==> src/rtl/ga23_vram_sched_if.sv <==
// CPU access port and VRAM port of the GA23 VRAM slot scheduler.
//
// CPU handshake: cpu_req is a single-clk request; it is accepted only when
// cpu_busy is low, and cpu_busy then stays high until the access has
// completed. The requester holds cpu_addr and cpu_wdata stable while
// cpu_busy is high. cpu_rdata is valid from the clk cpu_busy falls.
// VRAM side: vram_din is valid one ce after vram_addr changes. vram_we is
// a single-clk strobe.
interface ga23_vram_sched_if;
  logic        cpu_req;
  logic        cpu_we;
  logic [14:0] cpu_addr;
  logic [15:0] cpu_wdata;
  logic [15:0] cpu_rdata;
  logic        cpu_busy;
  logic [14:0] vram_addr;
  logic [15:0] vram_din;
  logic [15:0] vram_dout;
  logic        vram_we;

  // Requester / memory side
  modport master (
    output cpu_req, cpu_we, cpu_addr, cpu_wdata, vram_din,
    input  cpu_rdata, cpu_busy, vram_addr, vram_dout, vram_we
  );

  // Scheduler side
  modport slave (
    input  cpu_req, cpu_we, cpu_addr, cpu_wdata, vram_din,
    output cpu_rdata, cpu_busy, vram_addr, vram_dout, vram_we
  );
endinterface

==> src/rtl/ga23_vram_sched.sv <==
// GA23 VRAM slot scheduler: shares the single VRAM port between the three
// tile-layer fetches, CPU accesses and the per-line rowscroll table fetch
// using a fixed 8-slot cycle advanced by the pixel enable.
module ga23_vram_sched #(
  parameter logic [14:0] RS_BASE = 15'h7800
) (
  input  logic        clk,
  input  logic        reset_n,
  input  logic        ce,
  input  logic        hpulse,
  input  logic [9:0]  vcnt,
  input  logic [9:0]  y_ofs0,
  input  logic [9:0]  y_ofs1,
  input  logic [9:0]  y_ofs2,
  input  logic [14:0] layer_addr0,
  input  logic [14:0] layer_addr1,
  input  logic [14:0] layer_addr2,
  ga23_vram_sched_if.slave bus,
  output logic [15:0] index_latch,
  output logic [2:0]  layer_load,
  output logic [9:0]  rowscroll0,
  output logic [9:0]  rowscroll1,
  output logic [9:0]  rowscroll2,
  output logic        rs_active,
  output logic [1:0]  cpu_state_dbg
);

  localparam logic [1:0] S_IDLE = 2'd0;
  localparam logic [1:0] S_PEND = 2'd1;
  localparam logic [1:0] S_ACC  = 2'd2;

  logic [2:0]  slot;
  logic        rs_pending;
  logic [3:0]  rs_cyc;
  logic [1:0]  cpu_state;
  logic        cpu_we_q;

  logic [9:0]  ysum0, ysum1, ysum2;
  logic [14:0] rs_addr;
  logic [14:0] lay_addr;
  logic        layer_slot;
  logic        cpu_start;
  logic        cpu_done;
  logic        rs_enter;

  // Per-layer line numbers; only the low 9 bits index the 512-word table.
  assign ysum0 = y_ofs0 + vcnt;
  assign ysum1 = y_ofs1 + vcnt;
  assign ysum2 = y_ofs2 + vcnt;

  assign layer_slot = ce && !rs_active && (slot[2:1] != 2'b11);
  assign cpu_start  = ce && !rs_active && (slot == 3'd6) && (cpu_state == S_PEND);
  assign cpu_done   = ce && (slot == 3'd7) && (cpu_state == S_ACC);
  assign rs_enter   = ce && !rs_active && (slot == 3'd7) && rs_pending;

  assign bus.cpu_busy  = (cpu_state != S_IDLE);
  assign cpu_state_dbg = cpu_state;

  // Rowscroll table address for the current fetch cycle (cycle 0 is a dummy)
  always_comb begin
    case (rs_cyc)
      4'd4:    rs_addr = RS_BASE + 15'h200 + {5'd0, ysum0 & 10'h1FF};
      4'd8:    rs_addr = RS_BASE + 15'h400 + {5'd0, ysum1 & 10'h1FF};
      4'd12:   rs_addr = RS_BASE + 15'h600 + {5'd0, ysum2 & 10'h1FF};
      default: rs_addr = RS_BASE;
    endcase
  end

  // Attribute address of the layer owning the current slot pair
  always_comb begin
    case (slot[2:1])
      2'd0:    lay_addr = layer_addr0;
      2'd1:    lay_addr = layer_addr1;
      default: lay_addr = layer_addr2;
    endcase
  end

  // Slot counter, line-start arming and rowscroll burst sequencing
  always_ff @(posedge clk or negedge reset_n) begin
    if (!reset_n) begin
      slot       <= 3'd0;
      rs_pending <= 1'b0;
      rs_active  <= 1'b0;
      rs_cyc     <= 4'd0;
    end else if (ce) begin
      slot <= hpulse ? 3'd0 : slot + 3'd1;
      // A new line start re-arms even in the slot that consumes the old one
      if (hpulse)        rs_pending <= 1'b1;
      else if (rs_enter) rs_pending <= 1'b0;
      if (rs_enter) begin
        rs_active <= 1'b1;
        rs_cyc    <= 4'd0;
      end else if (rs_active) begin
        rs_cyc <= rs_cyc + 4'd1;
        if (rs_cyc == 4'd15) rs_active <= 1'b0;
      end
    end
  end

  // CPU access FSM; request capture runs on every clk, not just on ce
  always_ff @(posedge clk or negedge reset_n) begin
    if (!reset_n) begin
      cpu_state <= S_IDLE;
      cpu_we_q  <= 1'b0;
    end else begin
      case (cpu_state)
        S_IDLE: if (bus.cpu_req) begin
          cpu_state <= S_PEND;
          cpu_we_q  <= bus.cpu_we;
        end
        S_PEND: if (cpu_start) cpu_state <= S_ACC;
        S_ACC:  if (cpu_done)  cpu_state <= S_IDLE;
        default: cpu_state <= S_IDLE;
      endcase
    end
  end

  // VRAM address/data/strobe; the three owners never overlap in one ce
  always_ff @(posedge clk or negedge reset_n) begin
    if (!reset_n) begin
      bus.vram_addr <= 15'd0;
      bus.vram_dout <= 16'd0;
      bus.vram_we   <= 1'b0;
    end else begin
      bus.vram_we <= cpu_start && cpu_we_q;
      if (ce) begin
        if (rs_active) begin
          if (rs_cyc[1:0] == 2'd0) bus.vram_addr <= rs_addr;
        end else if (layer_slot) begin
          if (!slot[0]) bus.vram_addr    <= lay_addr;
          else          bus.vram_addr[0] <= 1'b1;
        end else if (cpu_start) begin
          bus.vram_addr <= bus.cpu_addr;
          bus.vram_dout <= bus.cpu_wdata;
        end
      end
    end
  end

  // Read-data captures: tile index, layer strobes, rowscroll values, CPU data
  always_ff @(posedge clk or negedge reset_n) begin
    if (!reset_n) begin
      index_latch   <= 16'd0;
      layer_load    <= 3'd0;
      rowscroll0    <= 10'd0;
      rowscroll1    <= 10'd0;
      rowscroll2    <= 10'd0;
      bus.cpu_rdata <= 16'd0;
    end else begin
      if (ce) begin
        layer_load <= 3'd0;
        if (layer_slot && slot[0]) begin
          index_latch <= bus.vram_din;
          layer_load  <= 3'b001 << slot[2:1];
        end
        if (rs_active) begin
          case (rs_cyc)
            4'd7:    rowscroll0 <= bus.vram_din[9:0];
            4'd10:   rowscroll1 <= bus.vram_din[9:0];
            4'd14:   rowscroll2 <= bus.vram_din[9:0];
            default: ;
          endcase
        end
      end
      if (cpu_done) bus.cpu_rdata <= bus.vram_din;
    end
  end

endmodule

==> src/flat_wrapper.sv <==
// flat-port wrapper written by rule: the top's interface ports become plain ports
module ga23_vram_sched_flat 
#(
  parameter logic [14:0] RS_BASE = 15'h7800
)
  (clk, reset_n, ce, hpulse, vcnt, y_ofs0, y_ofs1, y_ofs2, layer_addr0, layer_addr1, layer_addr2, index_latch, layer_load, rowscroll0, rowscroll1, rowscroll2, rs_active, cpu_state_dbg, bus_cpu_req, bus_cpu_we, bus_cpu_addr, bus_cpu_wdata, bus_vram_din, bus_cpu_rdata, bus_cpu_busy, bus_vram_addr, bus_vram_dout, bus_vram_we);
  ga23_vram_sched_if bus_i ();
  input  logic clk;
  input  logic reset_n;
  input  logic ce;
  input  logic hpulse;
  input  logic [9:0] vcnt;
  input  logic [9:0] y_ofs0;
  input  logic [9:0] y_ofs1;
  input  logic [9:0] y_ofs2;
  input  logic [14:0] layer_addr0;
  input  logic [14:0] layer_addr1;
  input  logic [14:0] layer_addr2;
  output logic [15:0] index_latch;
  output logic [2:0] layer_load;
  output logic [9:0] rowscroll0;
  output logic [9:0] rowscroll1;
  output logic [9:0] rowscroll2;
  output logic rs_active;
  output logic [1:0] cpu_state_dbg;
  input wire logic [$bits(bus_i.cpu_req)-1:0] bus_cpu_req;
  input wire logic [$bits(bus_i.cpu_we)-1:0] bus_cpu_we;
  input wire logic [$bits(bus_i.cpu_addr)-1:0] bus_cpu_addr;
  input wire logic [$bits(bus_i.cpu_wdata)-1:0] bus_cpu_wdata;
  input wire logic [$bits(bus_i.vram_din)-1:0] bus_vram_din;
  output wire logic [$bits(bus_i.cpu_rdata)-1:0] bus_cpu_rdata;
  output wire logic [$bits(bus_i.cpu_busy)-1:0] bus_cpu_busy;
  output wire logic [$bits(bus_i.vram_addr)-1:0] bus_vram_addr;
  output wire logic [$bits(bus_i.vram_dout)-1:0] bus_vram_dout;
  output wire logic [$bits(bus_i.vram_we)-1:0] bus_vram_we;
  assign bus_i.cpu_req = bus_cpu_req;
  assign bus_i.cpu_we = bus_cpu_we;
  assign bus_i.cpu_addr = bus_cpu_addr;
  assign bus_i.cpu_wdata = bus_cpu_wdata;
  assign bus_i.vram_din = bus_vram_din;
  assign bus_cpu_rdata = bus_i.cpu_rdata;
  assign bus_cpu_busy = bus_i.cpu_busy;
  assign bus_vram_addr = bus_i.vram_addr;
  assign bus_vram_dout = bus_i.vram_dout;
  assign bus_vram_we = bus_i.vram_we;
  ga23_vram_sched #(.RS_BASE(RS_BASE)) u_core (.clk(clk), .reset_n(reset_n), .ce(ce), .hpulse(hpulse), .vcnt(vcnt), .y_ofs0(y_ofs0), .y_ofs1(y_ofs1), .y_ofs2(y_ofs2), .layer_addr0(layer_addr0), .layer_addr1(layer_addr1), .layer_addr2(layer_addr2), .bus(bus_i), .index_latch(index_latch), .layer_load(layer_load), .rowscroll0(rowscroll0), .rowscroll1(rowscroll1), .rowscroll2(rowscroll2), .rs_active(rs_active), .cpu_state_dbg(cpu_state_dbg));
endmodule
==> config.mk <==
export PLATFORM = sky130hd
export DESIGN_NAME = ga23_vram_sched_flat
export DESIGN_NICKNAME = d
export VERILOG_FILES = /design/src/rtl/ga23_vram_sched_if.sv /design/src/rtl/ga23_vram_sched.sv /design/src/flat_wrapper.sv
export SDC_FILE = /design/constraint.sdc
export NUM_CORES = 1
export LEC_CHECK = 0
export ABC_AREA = 1
export CAP_MARGIN = 10
export CORE_MARGIN = 4
export CORE_UTILIZATION = 46
export CTS_CLUSTER_DIAMETER = 100
export DETAILED_ROUTE_END_ITERATION = 6
export PLACE_DENSITY = 0.86
export SETUP_SLACK_MARGIN = 0.4
export SYNTH_ARGS = -nofsm -noshare
export SYNTH_HDL_FRONTEND = slang
export SYNTH_SLANG_ARGS = --single-unit
==> constraint.sdc <==
create_clock -name clk -period 6.5 [get_ports clk]
set_input_delay 1.3 -clock clk [delete_from_list [all_inputs] [get_ports clk]]
set_output_delay 1.3 -clock clk [all_outputs]
set_load 0.05 [all_outputs]
==> implementation parameters <==
Parameter                              Value

Status
  Run status ... completed

Pwr
  VDD IR max ... 276 uV
  Internal Dissipation ... between 0.0015 and 0.002 W
  Total net switching power ... 0.00117 W
  Design Power ... around 0.0027 W
  Static leakage ... 3.72 nW
  Combinational share of power ... a little under half
  Part of the total power dissipated in the clock network ... 19.6%
  Net Sw Frac ... roughly 44%
  Total power density per cell area ... around 330 nW/um2
  Sequential power share ... around 34%

Worst setup path
  Kind of capture point of the worst setup path ... flop
  Crit path required time ... 6730 ps
  Worst-case reg-to-reg path depth ... 16
  Arrival time of data at the critical path endpoint ... 3840 ps
  R2r startpoint ... u_core.rs_cyc[0]
  Setup slack on the worst flop-to-flop path ... roughly 3300 ps
  Critical path fanouts, max ... 35
  Critical path launch point type ... primary input
  Critical setup path kind ... in2reg
  Worst reg2reg endpoint ... u_core.bus.vram_addr[6]

Global routing
  Initial antenna violation count ... 0
  Global-route wire length before repair ... 27.0 mm
  Maximum number of pins on one net before global-route repair ... 64
  Overall fraction of global-route tracks in use ... ~26%
  Number of global-route vias before repair ... 5422
  Global route total overflow ... 0

CTS
  PostCTS Resize Cnt ... 0
  Clock Tree Buf Depth ... 2
  Clock transition time at the flip-flop clock pins of the worst setup and hold paths ... approximately 70 ps
  Total number of H-tree levels ... 3
  Latest clock arrival within the worst-skew pair ... 340 ps
  Quantity of hold-fixing buffers added after cts ... 0
  Number of setup buffers added after CTS ... 0
  CTS tree ... yes
  Root cell of the clock tree ... sky130_fd_sc_hd__clkbuf_16
  Clock net sink count ... 109
  Num CTS Buffers ... 9

Drt
  1st-pass router iterations ... 5
  Post-detailed-route via-to-cell ratio ... 5.36
  Number of DRC violations after detailed-routing iteration 0 ... 318
  WL final ... between 15 and 20 mm
  Final ANT Viol Nets ... 0
  Total DRC errors in the routed layout ... 0
  Routed length per instance ... 17.6 um
  Total via count after detailed routing ... 5328

Placement
  RePlAce Congestion ... 0.891
  Number of port buffers ... about 230
  Minimum setup slack after placement ... 2540 ps
  Half-perimeter wire length after detailed placement ... about 13 mm

Timing
  Total count of hold-check failures in the final report ... 0
  Setup Total Neg Slack ... 0 ps
  Clock Skews ... 7.74 ps
  Worst slew slack as a fraction of its limit ... between 20% and 30%
  RSZ-0062 raised after global routing ... no
  Final setup violation count ... 0
  Max-slew violation count ... 0
  Least-Margin Pin Slew ... about 1100 ps
  Maximum operating frequency ... between 200 and 300 MHz
  Min Tclk post-route ... 3610 ps
  Final clock period utilization by the worst path ... 55.6%
  Setup WS post-layout ... between 2000 and 3000 ps
  Tightest hold margin ... 487 ps

Flow run
  Number of violations of the max-capacitance limit ... 0

Finish
  Fin nets ... 1001
  Antenna diode instance count ... 0
  Most frequent standard cell in the layout excluding fill and tap cells ... sky130_fd_sc_hd__clkdlybuf4s50_1
  Proportion of layout cells with a drive suffix above 1 ... 5.64%
  Area growth from synthesis to final layout ... 50.1%
  Most used cells in the layout excluding fill and tap cells ... sky130_fd_sc_hd__clkdlybuf4s50_1 (233), sky130_fd_sc_hd__nand2_1 (171), sky130_fd_sc_hd__dfrtp_1 (109), sky130_fd_sc_hd__o21ai_0 (79), sky130_fd_sc_hd__nand3_1 (55)

Floorplan
  Number of standard-cell rows in the floorplan ... 39
  Area of the core ... 11400 um2
  Die Span X ... 116 um
  Area of the die ... 13400 um2
  Number of ports placed on the die boundary ... 239
  Initial core utilization ... 47.0%
  DIE HEIGHT ... 116 um

Synth
  Proportion of synthesized chip area in sequential cells ... 50.9%
  Net count of the mapped netlist ... 781
  Syn Std Cell Area ... about 5400 um2
  Number of warnings issued by yosys ... 0
  Avg Inst Size Synth ... around 8.6 um2
  Flip-flop and latch count after synthesis ... approximately 110
  Number of different library cells in the post-synthesis netlist ... 35
  Number of instances in the synthesized netlist ... 626

Min path
  Worst min-delay path class ... reg2reg
  Hold EP ... u_core.rowscroll1[4]
  Hold depth ... 2
  Hold Path Origin ... u_core.rowscroll1[4]
## state kept, by name, summed over array words and instances, names as in the netlist
| name | count |
|---|---|
| u_core.cpu_we_q | 1 |
| u_core.cpu_state_dbg | 2 |
| u_core.rs_pending | 1 |
| u_core.rowscroll0 | 10 |
| u_core.bus.cpu_rdata | 16 |
| u_core.rowscroll1 | 10 |
| u_core.index_latch | 16 |
| u_core.rs_cyc | 4 |
| u_core.layer_load | 3 |
| u_core.bus.vram_addr | 15 |
| u_core.rowscroll2 | 10 |
| u_core.slot | 3 |
| u_core.bus.vram_we | 1 |
| u_core.rs_active | 1 |
| u_core.bus.vram_dout | 16 |
## per-layer routing
| layer | up-vias | share of wire [%] | track usage [%] |
|---|---|---|---|
| met5 | - | 0 | 0 |
| met4 | 0 | 2.7 | 8.58 |
| met3 | 38 | 12 | 9.35 |
| met2 | 260 | 50 | 45.9 |
| met1 | 2513 | 36 | 28.5 |
| li1 | 2517 | - | - |
## worst max-delay path, cell delays in order
cell and delay [ps]:
sky130_fd_sc_hd__clkdlybuf4s50_1 750, sky130_fd_sc_hd__nand2_2 130, sky130_fd_sc_hd__nor2_4 330, sky130_fd_sc_hd__nand2_2 440, sky130_fd_sc_hd__nand3_2 450, sky130_fd_sc_hd__inv_2 200, sky130_fd_sc_hd__o211ai_1 150, sky130_fd_sc_hd__nand2_1 80
## cell usage after synthesis
| library cell | n | area, um2 |
|---|---|---|
| sky130_fd_sc_hd__nand4_1 | 8 | 50.1 |
| sky130_fd_sc_hd__o31ai_1 | 1 | 7.51 |
| sky130_fd_sc_hd__clkbuf_1 | 14 | 52.6 |
| sky130_fd_sc_hd__dfrtp_1 | 109 | 2730 |
| sky130_fd_sc_hd__o21bai_1 | 2 | 15.0 |
| sky130_fd_sc_hd__o21ai_0 | 79 | 395 |
| sky130_fd_sc_hd__inv_2 | 5 | 18.8 |
| sky130_fd_sc_hd__buf_1 | 1 | 3.75 |
| sky130_fd_sc_hd__nand3b_1 | 1 | 7.51 |
| sky130_fd_sc_hd__nor2_4 | 2 | 22.5 |
| sky130_fd_sc_hd__buf_4 | 1 | 7.51 |
| sky130_fd_sc_hd__nor2_2 | 3 | 18.8 |
| sky130_fd_sc_hd__o211ai_1 | 6 | 45.0 |
| sky130_fd_sc_hd__buf_6 | 2 | 22.5 |
| sky130_fd_sc_hd__nand2_2 | 2 | 12.5 |
| sky130_fd_sc_hd__nand3_1 | 55 | 275 |
| sky130_fd_sc_hd__ha_1 | 16 | 200 |
| sky130_fd_sc_hd__a31oi_1 | 5 | 31.3 |
| sky130_fd_sc_hd__mux2_2 | 6 | 67.6 |
| sky130_fd_sc_hd__nand3_2 | 1 | 10.0 |
| sky130_fd_sc_hd__clkinv_1 | 2 | 7.51 |
| sky130_fd_sc_hd__nand4_2 | 1 | 12.5 |
| sky130_fd_sc_hd__o21ai_1 | 1 | 5.00 |
| sky130_fd_sc_hd__xor2_1 | 1 | 8.76 |
| sky130_fd_sc_hd__buf_2 | 8 | 40.0 |
| sky130_fd_sc_hd__o221ai_1 | 1 | 8.76 |
| sky130_fd_sc_hd__inv_1 | 42 | 158 |
| sky130_fd_sc_hd__mux2_4 | 10 | 150 |
| sky130_fd_sc_hd__a32o_1 | 1 | 10.0 |
| sky130_fd_sc_hd__nand2_4 | 1 | 11.3 |
| sky130_fd_sc_hd__fa_1 | 1 | 20.0 |
| sky130_fd_sc_hd__nand2_1 | 171 | 642 |
| sky130_fd_sc_hd__o22ai_1 | 1 | 6.26 |
| sky130_fd_sc_hd__a21oi_1 | 35 | 175 |
| sky130_fd_sc_hd__nor2_1 | 31 | 116 |
## area by class of cell
class,count,area (um2)
Clock buffer,11,243
Multi-Input combinational cell,442,2320
Tap cell,143,179
Inverter,49,184
Fill cell,852,3370
Timing Repair Buffer,235,2350
Sequential cell,109,2730
Clock inverter,5,42.5
## power groups by stage
| stage | logic [W] | registers (W) | clock network [W] |
|---|---|---|---|
| finish | 0.00126 | 0.000902 | 0.000527 |
| global route | 0.00135 | 0.000915 | 0.000562 |
| CTS | 0.00126 | 0.000898 | 0.000538 |
| detailed placement | 0.00125 | 0.000910 | 0 |
| global placement | 0.00122 | 0.000900 | 0 |
| floorplan | 0.000417 | 0.00128 | 0 |
## stage by stage
step                std cells  cell area [um2]  utilization [%]
finish                    994             8050             70.5
global route              994             8050             70.5
CTS                       994             8050             70.5
detailed placement        978             7760             68.0
global placement          978             7760             68.0
floorplan                 626             5360                -
## cell families after synthesis
kind of cell / count (synthesis) / share of synthesized area (%)
flops: 109 / 50.9
xor+xnor: 1 / 0.163
compound gates: 132 / 13.0
buf+inv: 75 / 5.79
simple gates: 276 / 22.0
fa+ha+maj: 17 / 4.11
mux: 16 / 4.06
## worst max-delay path by stage
| stage | from | to | slack (ps) | depth (start not counted) |
|---|---|---|---|---|
| 2_1_floorplan | y_ofs2[0] | u_core.bus.vram_addr[6] | 3770 | 11 |
| 3_3_place_gp | ce | u_core.bus.vram_addr[13] | 2600 | 8 |
| 3_5_place_dp | ce | u_core.bus.vram_addr[13] | 2540 | 8 |
| 4_1_cts | ce | u_core.bus.vram_addr[13] | 2910 | 8 |
| 5_1_grt | ce | u_core.bus.vram_addr[13] | 2610 | 8 |
| 6_report | ce | u_core.bus.vram_addr[13] | 2890 | 8 |
Power figures use the tool's default switching activity.
